--- src/rtl/scoreboard_pkg.sv ---
// rtl/scoreboard_pkg.sv - shared types, constants and BCD helper for the scoreboard formatter
package scoreboard_pkg;

    localparam int MIN_STEPS   = 4;
    localparam int SEC_PER_MIN = 60;
    localparam int CONV_BITS   = 8;

    typedef logic [3:0] bcd_digit_t;

    typedef enum logic [2:0] {
        ST_IDLE,
        ST_SNAP,
        ST_MIN,
        ST_CONV_SEC,
        ST_CONV_BLUE,
        ST_CONV_RED,
        ST_COMMIT
    } state_t;

    // One double-dabble step on {hundreds, tens, ones, binary}: add 3 to any
    // digit >= 5, then shift the whole register left by one.
    function automatic logic [19:0] dabble_step(input logic [19:0] sr);
        logic [19:0] adj;
        adj = sr;
        for (int d = 0; d < 3; d++) begin
            if (adj[8 + 4*d +: 4] >= 4'd5) begin
                adj[8 + 4*d +: 4] = adj[8 + 4*d +: 4] + 4'd3;
            end
        end
        return {adj[18:0], 1'b0};
    endfunction

endpackage

--- src/rtl/scoreboard_formatter_if.sv ---
// rtl/scoreboard_formatter_if.sv - raw game values in, registered BCD display fields out
interface scoreboard_formatter_if;
    import scoreboard_pkg::*;

    logic [7:0]  time_left;
    logic [6:0]  blue_score;
    logic [6:0]  red_score;
    logic        game_over;

    bcd_digit_t  time_min;
    logic [7:0]  time_sec;
    logic [11:0] blue_bcd;
    logic [11:0] red_bcd;
    logic        update;
    logic        busy;
    logic        display_on;

    // Game controller side: drives raw values, consumes digits.
    modport master (
        output time_left, blue_score, red_score, game_over,
        input  time_min, time_sec, blue_bcd, red_bcd, update, busy, display_on
    );

    // Formatter side.
    modport slave (
        input  time_left, blue_score, red_score, game_over,
        output time_min, time_sec, blue_bcd, red_bcd, update, busy, display_on
    );

endinterface

--- src/rtl/scoreboard_formatter_bin2bcd_serial.sv ---
// rtl/scoreboard_formatter_bin2bcd_serial.sv - 8-bit serial double-dabble converter, fixed 9-cycle latency
module bin2bcd_serial
    import scoreboard_pkg::*;
(
    input  logic        clk,
    input  logic        rst,
    input  logic        start,
    input  logic [7:0]  bin,
    output logic [11:0] bcd,
    output logic        done
);

    logic [19:0] sr_q;
    logic [3:0]  step_q;
    logic        run_q;
    logic        done_q;

    // Load on start, run CONV_BITS shift-add-3 steps, then flag done for one cycle.
    always_ff @(posedge clk or posedge rst) begin
        if (rst) begin
            sr_q   <= '0;
            step_q <= '0;
            run_q  <= 1'b0;
            done_q <= 1'b0;
        end else begin
            done_q <= 1'b0;
            if (run_q) begin
                sr_q   <= dabble_step(sr_q);
                step_q <= step_q + 4'd1;
                if (step_q == 4'(CONV_BITS - 1)) begin
                    run_q  <= 1'b0;
                    done_q <= 1'b1;
                end
            end else if (start) begin
                sr_q   <= {12'd0, bin};
                step_q <= '0;
                run_q  <= 1'b1;
            end
        end
    end

    // The result stays in the upper digits until the next start reloads.
    assign bcd  = sr_q[19:8];
    assign done = done_q;

endmodule

--- src/rtl/scoreboard_formatter.sv ---
// rtl/scoreboard_formatter.sv - converts game time and scores to atomically committed BCD fields plus blink gate
module scoreboard_formatter
    import scoreboard_pkg::*;
#(
    parameter int BLINK_CYCLES = 25000000
) (
    input  logic                 clk,
    input  logic                 rst,
    scoreboard_formatter_if.slave sb
);

    localparam int BLINK_W = $clog2(BLINK_CYCLES);

    state_t      state_q, state_d;

    logic [7:0]  snap_time_q;
    logic [6:0]  snap_blue_q;
    logic [6:0]  snap_red_q;
    logic        primed_q;

    logic [7:0]  rem_q;
    logic [2:0]  min_q;
    logic [1:0]  step_q;
    logic        started_q;

    logic [7:0]  stage_sec_q;
    logic [11:0] stage_blue_q;
    logic [11:0] stage_red_q;

    bcd_digit_t  time_min_q;
    logic [7:0]  time_sec_q;
    logic [11:0] blue_bcd_q;
    logic [11:0] red_bcd_q;
    logic        update_q;
    logic        busy_q;

    logic [BLINK_W-1:0] blink_cnt_q;
    logic        display_on_q;

    logic        cvt_start;
    logic [7:0]  cvt_bin;
    logic [11:0] cvt_bcd;
    logic        cvt_done;

    bin2bcd_serial u_bin2bcd (
        .clk   (clk),
        .rst   (rst),
        .start (cvt_start),
        .bin   (cvt_bin),
        .bcd   (cvt_bcd),
        .done  (cvt_done)
    );

    // FSM state register.
    always_ff @(posedge clk or posedge rst) begin
        if (rst) begin
            state_q <= ST_IDLE;
        end else begin
            state_q <= state_d;
        end
    end

    // Next state and converter request; start is issued once on entry to each CONV state.
    always_comb begin
        state_d   = state_q;
        cvt_start = 1'b0;
        cvt_bin   = rem_q;
        case (state_q)
            ST_IDLE: begin
                if (!primed_q
                    || (sb.time_left  != snap_time_q)
                    || (sb.blue_score != snap_blue_q)
                    || (sb.red_score  != snap_red_q)) begin
                    state_d = ST_SNAP;
                end
            end
            ST_SNAP: state_d = ST_MIN;
            ST_MIN: begin
                if (step_q == 2'(MIN_STEPS - 1)) begin
                    state_d = ST_CONV_SEC;
                end
            end
            ST_CONV_SEC: begin
                cvt_bin   = rem_q;
                cvt_start = !started_q;
                if (cvt_done) state_d = ST_CONV_BLUE;
            end
            ST_CONV_BLUE: begin
                cvt_bin   = {1'b0, snap_blue_q};
                cvt_start = !started_q;
                if (cvt_done) state_d = ST_CONV_RED;
            end
            ST_CONV_RED: begin
                cvt_bin   = {1'b0, snap_red_q};
                cvt_start = !started_q;
                if (cvt_done) state_d = ST_COMMIT;
            end
            ST_COMMIT: state_d = ST_IDLE;
            default:   state_d = ST_IDLE;
        endcase
    end

    // Pass datapath: snapshot, fixed-length minutes division, staging, atomic commit.
    always_ff @(posedge clk or posedge rst) begin
        if (rst) begin
            snap_time_q  <= '0;
            snap_blue_q  <= '0;
            snap_red_q   <= '0;
            primed_q     <= 1'b0;
            rem_q        <= '0;
            min_q        <= '0;
            step_q       <= '0;
            started_q    <= 1'b0;
            stage_sec_q  <= '0;
            stage_blue_q <= '0;
            stage_red_q  <= '0;
            time_min_q   <= '0;
            time_sec_q   <= '0;
            blue_bcd_q   <= '0;
            red_bcd_q    <= '0;
            update_q     <= 1'b0;
            busy_q       <= 1'b0;
        end else begin
            update_q <= 1'b0;
            if (cvt_start) started_q <= 1'b1;
            if (cvt_done)  started_q <= 1'b0;
            case (state_q)
                ST_SNAP: begin
                    snap_time_q <= sb.time_left;
                    snap_blue_q <= sb.blue_score;
                    snap_red_q  <= sb.red_score;
                    rem_q       <= sb.time_left;
                    min_q       <= '0;
                    step_q      <= '0;
                    primed_q    <= 1'b1;
                    busy_q      <= 1'b1;
                end
                ST_MIN: begin
                    if (rem_q >= 8'(SEC_PER_MIN)) begin
                        rem_q <= rem_q - 8'(SEC_PER_MIN);
                        min_q <= min_q + 3'd1;
                    end
                    step_q <= step_q + 2'd1;
                end
                ST_CONV_SEC:  if (cvt_done) stage_sec_q  <= cvt_bcd[7:0];
                ST_CONV_BLUE: if (cvt_done) stage_blue_q <= cvt_bcd;
                ST_CONV_RED:  if (cvt_done) stage_red_q  <= cvt_bcd;
                ST_COMMIT: begin
                    time_min_q <= {1'b0, min_q};
                    time_sec_q <= stage_sec_q;
                    blue_bcd_q <= stage_blue_q;
                    red_bcd_q  <= stage_red_q;
                    update_q   <= 1'b1;
                    busy_q     <= 1'b0;
                end
                default: ;
            endcase
        end
    end

    // Game-over blink: free-running half-period counter, display forced on while not over.
    always_ff @(posedge clk or posedge rst) begin
        if (rst) begin
            blink_cnt_q  <= '0;
            display_on_q <= 1'b1;
        end else if (!sb.game_over) begin
            blink_cnt_q  <= '0;
            display_on_q <= 1'b1;
        end else if (blink_cnt_q == BLINK_W'(BLINK_CYCLES - 1)) begin
            blink_cnt_q  <= '0;
            display_on_q <= ~display_on_q;
        end else begin
            blink_cnt_q  <= blink_cnt_q + BLINK_W'(1);
        end
    end

    assign sb.time_min   = time_min_q;
    assign sb.time_sec   = time_sec_q;
    assign sb.blue_bcd   = blue_bcd_q;
    assign sb.red_bcd    = red_bcd_q;
    assign sb.update     = update_q;
    assign sb.busy       = busy_q;
    assign sb.display_on = display_on_q;

endmodule

--- src/flat_wrapper.sv ---
// flat-port wrapper written by rule: the top's interface ports become plain ports
module scoreboard_formatter_flat import scoreboard_pkg::*;
#(
    parameter int BLINK_CYCLES = 25000000
)
  (clk, rst, sb_time_left, sb_blue_score, sb_red_score, sb_game_over, sb_time_min, sb_time_sec, sb_blue_bcd, sb_red_bcd, sb_update, sb_busy, sb_display_on);
  scoreboard_formatter_if sb_i ();
  input  logic clk;
  input  logic rst;
  input wire logic [$bits(sb_i.time_left)-1:0] sb_time_left;
  input wire logic [$bits(sb_i.blue_score)-1:0] sb_blue_score;
  input wire logic [$bits(sb_i.red_score)-1:0] sb_red_score;
  input wire logic [$bits(sb_i.game_over)-1:0] sb_game_over;
  output wire logic [$bits(sb_i.time_min)-1:0] sb_time_min;
  output wire logic [$bits(sb_i.time_sec)-1:0] sb_time_sec;
  output wire logic [$bits(sb_i.blue_bcd)-1:0] sb_blue_bcd;
  output wire logic [$bits(sb_i.red_bcd)-1:0] sb_red_bcd;
  output wire logic [$bits(sb_i.update)-1:0] sb_update;
  output wire logic [$bits(sb_i.busy)-1:0] sb_busy;
  output wire logic [$bits(sb_i.display_on)-1:0] sb_display_on;
  assign sb_i.time_left = sb_time_left;
  assign sb_i.blue_score = sb_blue_score;
  assign sb_i.red_score = sb_red_score;
  assign sb_i.game_over = sb_game_over;
  assign sb_time_min = sb_i.time_min;
  assign sb_time_sec = sb_i.time_sec;
  assign sb_blue_bcd = sb_i.blue_bcd;
  assign sb_red_bcd = sb_i.red_bcd;
  assign sb_update = sb_i.update;
  assign sb_busy = sb_i.busy;
  assign sb_display_on = sb_i.display_on;
  scoreboard_formatter #(.BLINK_CYCLES(BLINK_CYCLES)) u_core (.clk(clk), .rst(rst), .sb(sb_i));
endmodule
--- config.mk ---
export PLATFORM = sky130hd
export DESIGN_NAME = scoreboard_formatter_flat
export DESIGN_NICKNAME = d
export VERILOG_FILES = /design/src/rtl/scoreboard_pkg.sv /design/src/rtl/scoreboard_formatter_if.sv /design/src/rtl/scoreboard_formatter_bin2bcd_serial.sv /design/src/rtl/scoreboard_formatter.sv /design/src/flat_wrapper.sv
export SDC_FILE = /design/constraint.sdc
export NUM_CORES = 1
export LEC_CHECK = 0
export CAP_MARGIN = 20
export CORE_ASPECT_RATIO = 0.75
export CORE_MARGIN = 4
export CORE_UTILIZATION = 40
export CTS_CLUSTER_DIAMETER = 150
export DETAILED_ROUTE_END_ITERATION = 10
export HOLD_SLACK_MARGIN = 0.1
export PLACE_DENSITY_LB_ADDON = 0.05
export SYNTH_ARGS = -nofsm -noshare
export SYNTH_HDL_FRONTEND = slang
export SYNTH_HIERARCHICAL = 1
export SYNTH_SLANG_ARGS = --single-unit
--- constraint.sdc ---
create_clock -name clk -period 5.98 [get_ports clk]
set_clock_uncertainty 0.2 [all_clocks]
set_input_delay 1.196 -clock clk [delete_from_list [all_inputs] [get_ports clk]]
set_output_delay 1.196 -clock clk [all_outputs]
set_load 0.01 [all_outputs]
==> results.md <==
- Die area: 21,040 um^2
- Die span in y: 126.6 um
- Vias: 5,273
- Final setup TNS: 0 ns
- # IOs: 64
- Clock-pin transition on the worst setup and hold timing paths: 0.06 ns
- Worst r2r src: u_core/state_q[1]$_DFFE_PP0P_
- Seq/Total Area, Yosys: 53.70%
- Worst Hold Path EP: u_core/primed_q$_DFFE_PP0P_
- Synth warn: 6
- Static leakage: 4.074 nW
- Longest Clk Path Bufs: 2
- Syn nets: 785
- Most frequent cells in the layout: nand2_1 (214), dfrtp_1 (160), clkdlybuf4s50_1 (62)
- Fin crit share: 48.09%
- DR DRC count: 0
- Ys flop type: dfrtp_1
- Largest net degree at the start of global routing: 68
- TritonCTS sink count: 161
- CP Class: register to output pin
- Syn Std Cell Area: 7505 um^2
- Ys async rst share: 100.0%
- Power per Cell Area: 333.5 nW/um^2
- Drt wl/cell: 15.71 um
- Cts bufs inserted: 17
- GPL Wtd Cong: 0.7532
- Starting Density: 40.67%
- EDFF count, synth: 0
- Critical Path, Cell by Cell: clkdlybuf4s50_1
- Post-synthesis register bit count: 161
- Yosys cell types: 58
- Worst Hold Class: register to register
- Total track usage: 16.56%
- Cts repair resizes: 0
- Total power: 2.936 mW
- RSZ-0062 raised after global routing: false
- Die width: 166.2 um
- Worst Path Required: 4.58 ns
- Fmax: 347.7 MHz
- First-pass GRT wire length: 28.35 mm
- Status: completed
- Detailed Route WL: 16.49 mm
- R2r setup slk: 3.34 ns
- Antenna cells: 0
- Slew @ Worst Pin: 1.039 ns
- Via density per instance: 5.022
- Max Cap Violations: 0
- Layout cell share with drive strength beyond 1: 10.83%
- Slew HR: 30.41%
- Antenna-violating nets left: 0
- Cts hold-fix bufs: 0
- Fin. max-slew vios: 0
- Drt pass-1 iters: 4
- P_int: 2.119 mW
- Power share of the clock group: 35.3%
- Fill count: 1,705
- P_sw: 0.8166 mW
- Combinational Power Share: 16.9%
- Crit path buffers/inverters: 1
- CTS tree: built
- Worst path max stage delay: 0.54 ns
- Crit-path slowest cell: dfstp_2
- VDD IR-drop max: 0.0001680 V
- Critical path data arrival time: 1.48 ns
- Commonest non-fill, non-tap cell in the layout: nand2_1
- Switching share of total power: 27.81%
- Clk_lat worst skew: 0.43 ns
- CP delay by family, top: flip-flops
- Reg-to-Reg End: u_core/stage_blue_q[0]$_DFFE_PP0P_
- Worst Path Max Fanout: 2
- Grt ovf: 0
- Hold-critical path depth: 1
- Core area: 18,450 um^2
- Detailed placement HPWL: 11.24 mm
- H-tree depth: 4
- Mapped Avg Cell Area: 10.02 um^2
- Min Clock Period, post-route: 2.876 ns
- Setup crit start kind: register
- Initial antenna violation count: 0
- Setup-failing EPs final: 0
- R2R cell count: 3
- # rows: 43
- Vias in the first global route: 5,498
- Critical path endpoint category: output pin
- CTS Root Buffer Type: clkbuf_16
- Synth-to-layout area growth: 17.32%
- Hold_ws: 0.2576 ns
- Starting DRT DRC Count: 308
- Nets: 827
- Post-CTS Setup Bufs: 0
- Final Hold Viols: 0
- IO Port Bufs: 62
- Sequential share of power: 47.8%
- Hold path start: u_core/primed_q$_DFFE_PP0P_
- Post-Synthesis Cells: 749
## metal layers
metal	GRT usage (%)	vias to the layer above	wire length (um)
met1	24.18	2602	8716
met4	4.559	0	105
met5	0	-	0
met2	25.00	88	7125
met3	3.801	8	545
li1	-	2575	-
## sequential cells by signal (all words and copies together), names as in the netlist, 2 cells and up
name and flops:
u_core/sb.blue_bcd 12, u_core/rem_q 8, u_core/stage_sec_q 8, u_core/sb.time_min 3, u_core/snap_time_q 8, u_core/u_bin2bcd/step_q 4, u_core/sb.red_bcd 12, u_core/step_q 2
u_core/sb.time_sec 8, u_core/snap_red_q 7, u_core/state_q 3, u_core/snap_blue_q 7, u_core/min_q 3, u_core/u_bin2bcd/sr_q 20, u_core/blink_cnt_q 25, u_core/stage_red_q 12
u_core/stage_blue_q 12
## stage by stage
stage	setup slack [ns]	area [um^2]	util [%]	instances
floorplan	0.9745	7505	-	749
global placement	2.829	8205	44.46	1017
detailed placement	2.793	8205	44.46	1017
CTS	2.948	8770	47.52	1048
global route	3.038	8805	47.71	1050
finish	3.104	8805	47.71	1050
## cells by family after synthesis
family | Yosys count | synth area share [%]
fa+ha+maj | 11 | 1.834
compound gates | 68 | 6.152
buf+inv | 60 | 4.335
simple gates | 349 | 20.92
flops | 161 | 53.70
xor+xnor | 47 | 5.485
mux | 52 | 7.519
other cells | 1 | 0.04997
## cells in the mapped netlist (3+ instances only)
cell type,count,area (um^2)
a2111o_1,3,33.78
a211oi_1,3,22.52
a21oi_1,9,45.04
and2_1,6,37.54
and3_1,7,43.79
and4_1,3,26.28
buf_1,6,22.52
buf_2,10,50.05
buf_4,15,112.6
buf_6,4,45.04
clkbuf_1,11,41.29
dfrtp_1,160,4004
ha_1,11,137.6
inv_1,11,41.29
mux2_2,35,394.1
mux2i_1,17,170.2
nand2_1,214,803.3
nand2b_1,6,37.54
nand3_1,21,105.1
nand4_1,15,93.84
nor2_1,45,168.9
nor2b_1,4,25.02
nor3b_1,7,52.55
nor3b_2,3,37.54
nor4_1,5,31.28
o21ai_0,22,110.1
o21ai_1,10,50.05
o31ai_1,3,22.52
xnor2_1,16,140.1
xor2_1,31,271.5
## layout make-up
| class | count | area [um^2] | share of cell area (%) |
|---|---|---|---|
| Clock buffer | 20 | 456.7 | 5.187 |
| Inverter | 13 | 51.30 | 0.5826 |
| Sequential cell | 161 | 4030 | 45.77 |
| Multi-Input combinational cell | 528 | 3149 | 35.77 |
| Tap cell | 247 | 309.0 | 3.510 |
| Timing Repair Buffer | 70 | 700.7 | 7.958 |
| Clock inverter | 11 | 107.6 | 1.222 |
## power by group through the flow
stage               registers [mW]  logic, mW  clock network (mW)
finish                        1.40      0.495                1.04
global route                  1.43      0.556                1.12
CTS                           1.41      0.499                1.06
detailed placement            1.42      0.496                   0
global placement              1.41      0.487                   0
floorplan                     1.39      0.304                   0
## worst max-delay path by stage
stage	from	endpoint	slack, ns	depth (start not counted)
finish	u_core/sb.display_on$_DFFE_PP1P_	sb_display_on	3.10	1
global route	rst	u_core/sb.time_sec[7]$_DFFE_PP0P_	3.04	3
CTS	u_core/state_q[1]$_DFFE_PP0P_	u_core/u_bin2bcd/sr_q[4]$_DFFE_PP0P_	2.95	6
detailed placement	rst	u_core/sb.time_sec[3]$_DFFE_PP0P_	2.79	3
global placement	rst	u_core/sb.time_sec[2]$_DFFE_PP0P_	2.83	3
floorplan	rst	u_core/blink_cnt_q[0]$_DFF_PP0_	0.97	1
(Power assumes the default switching activity.)
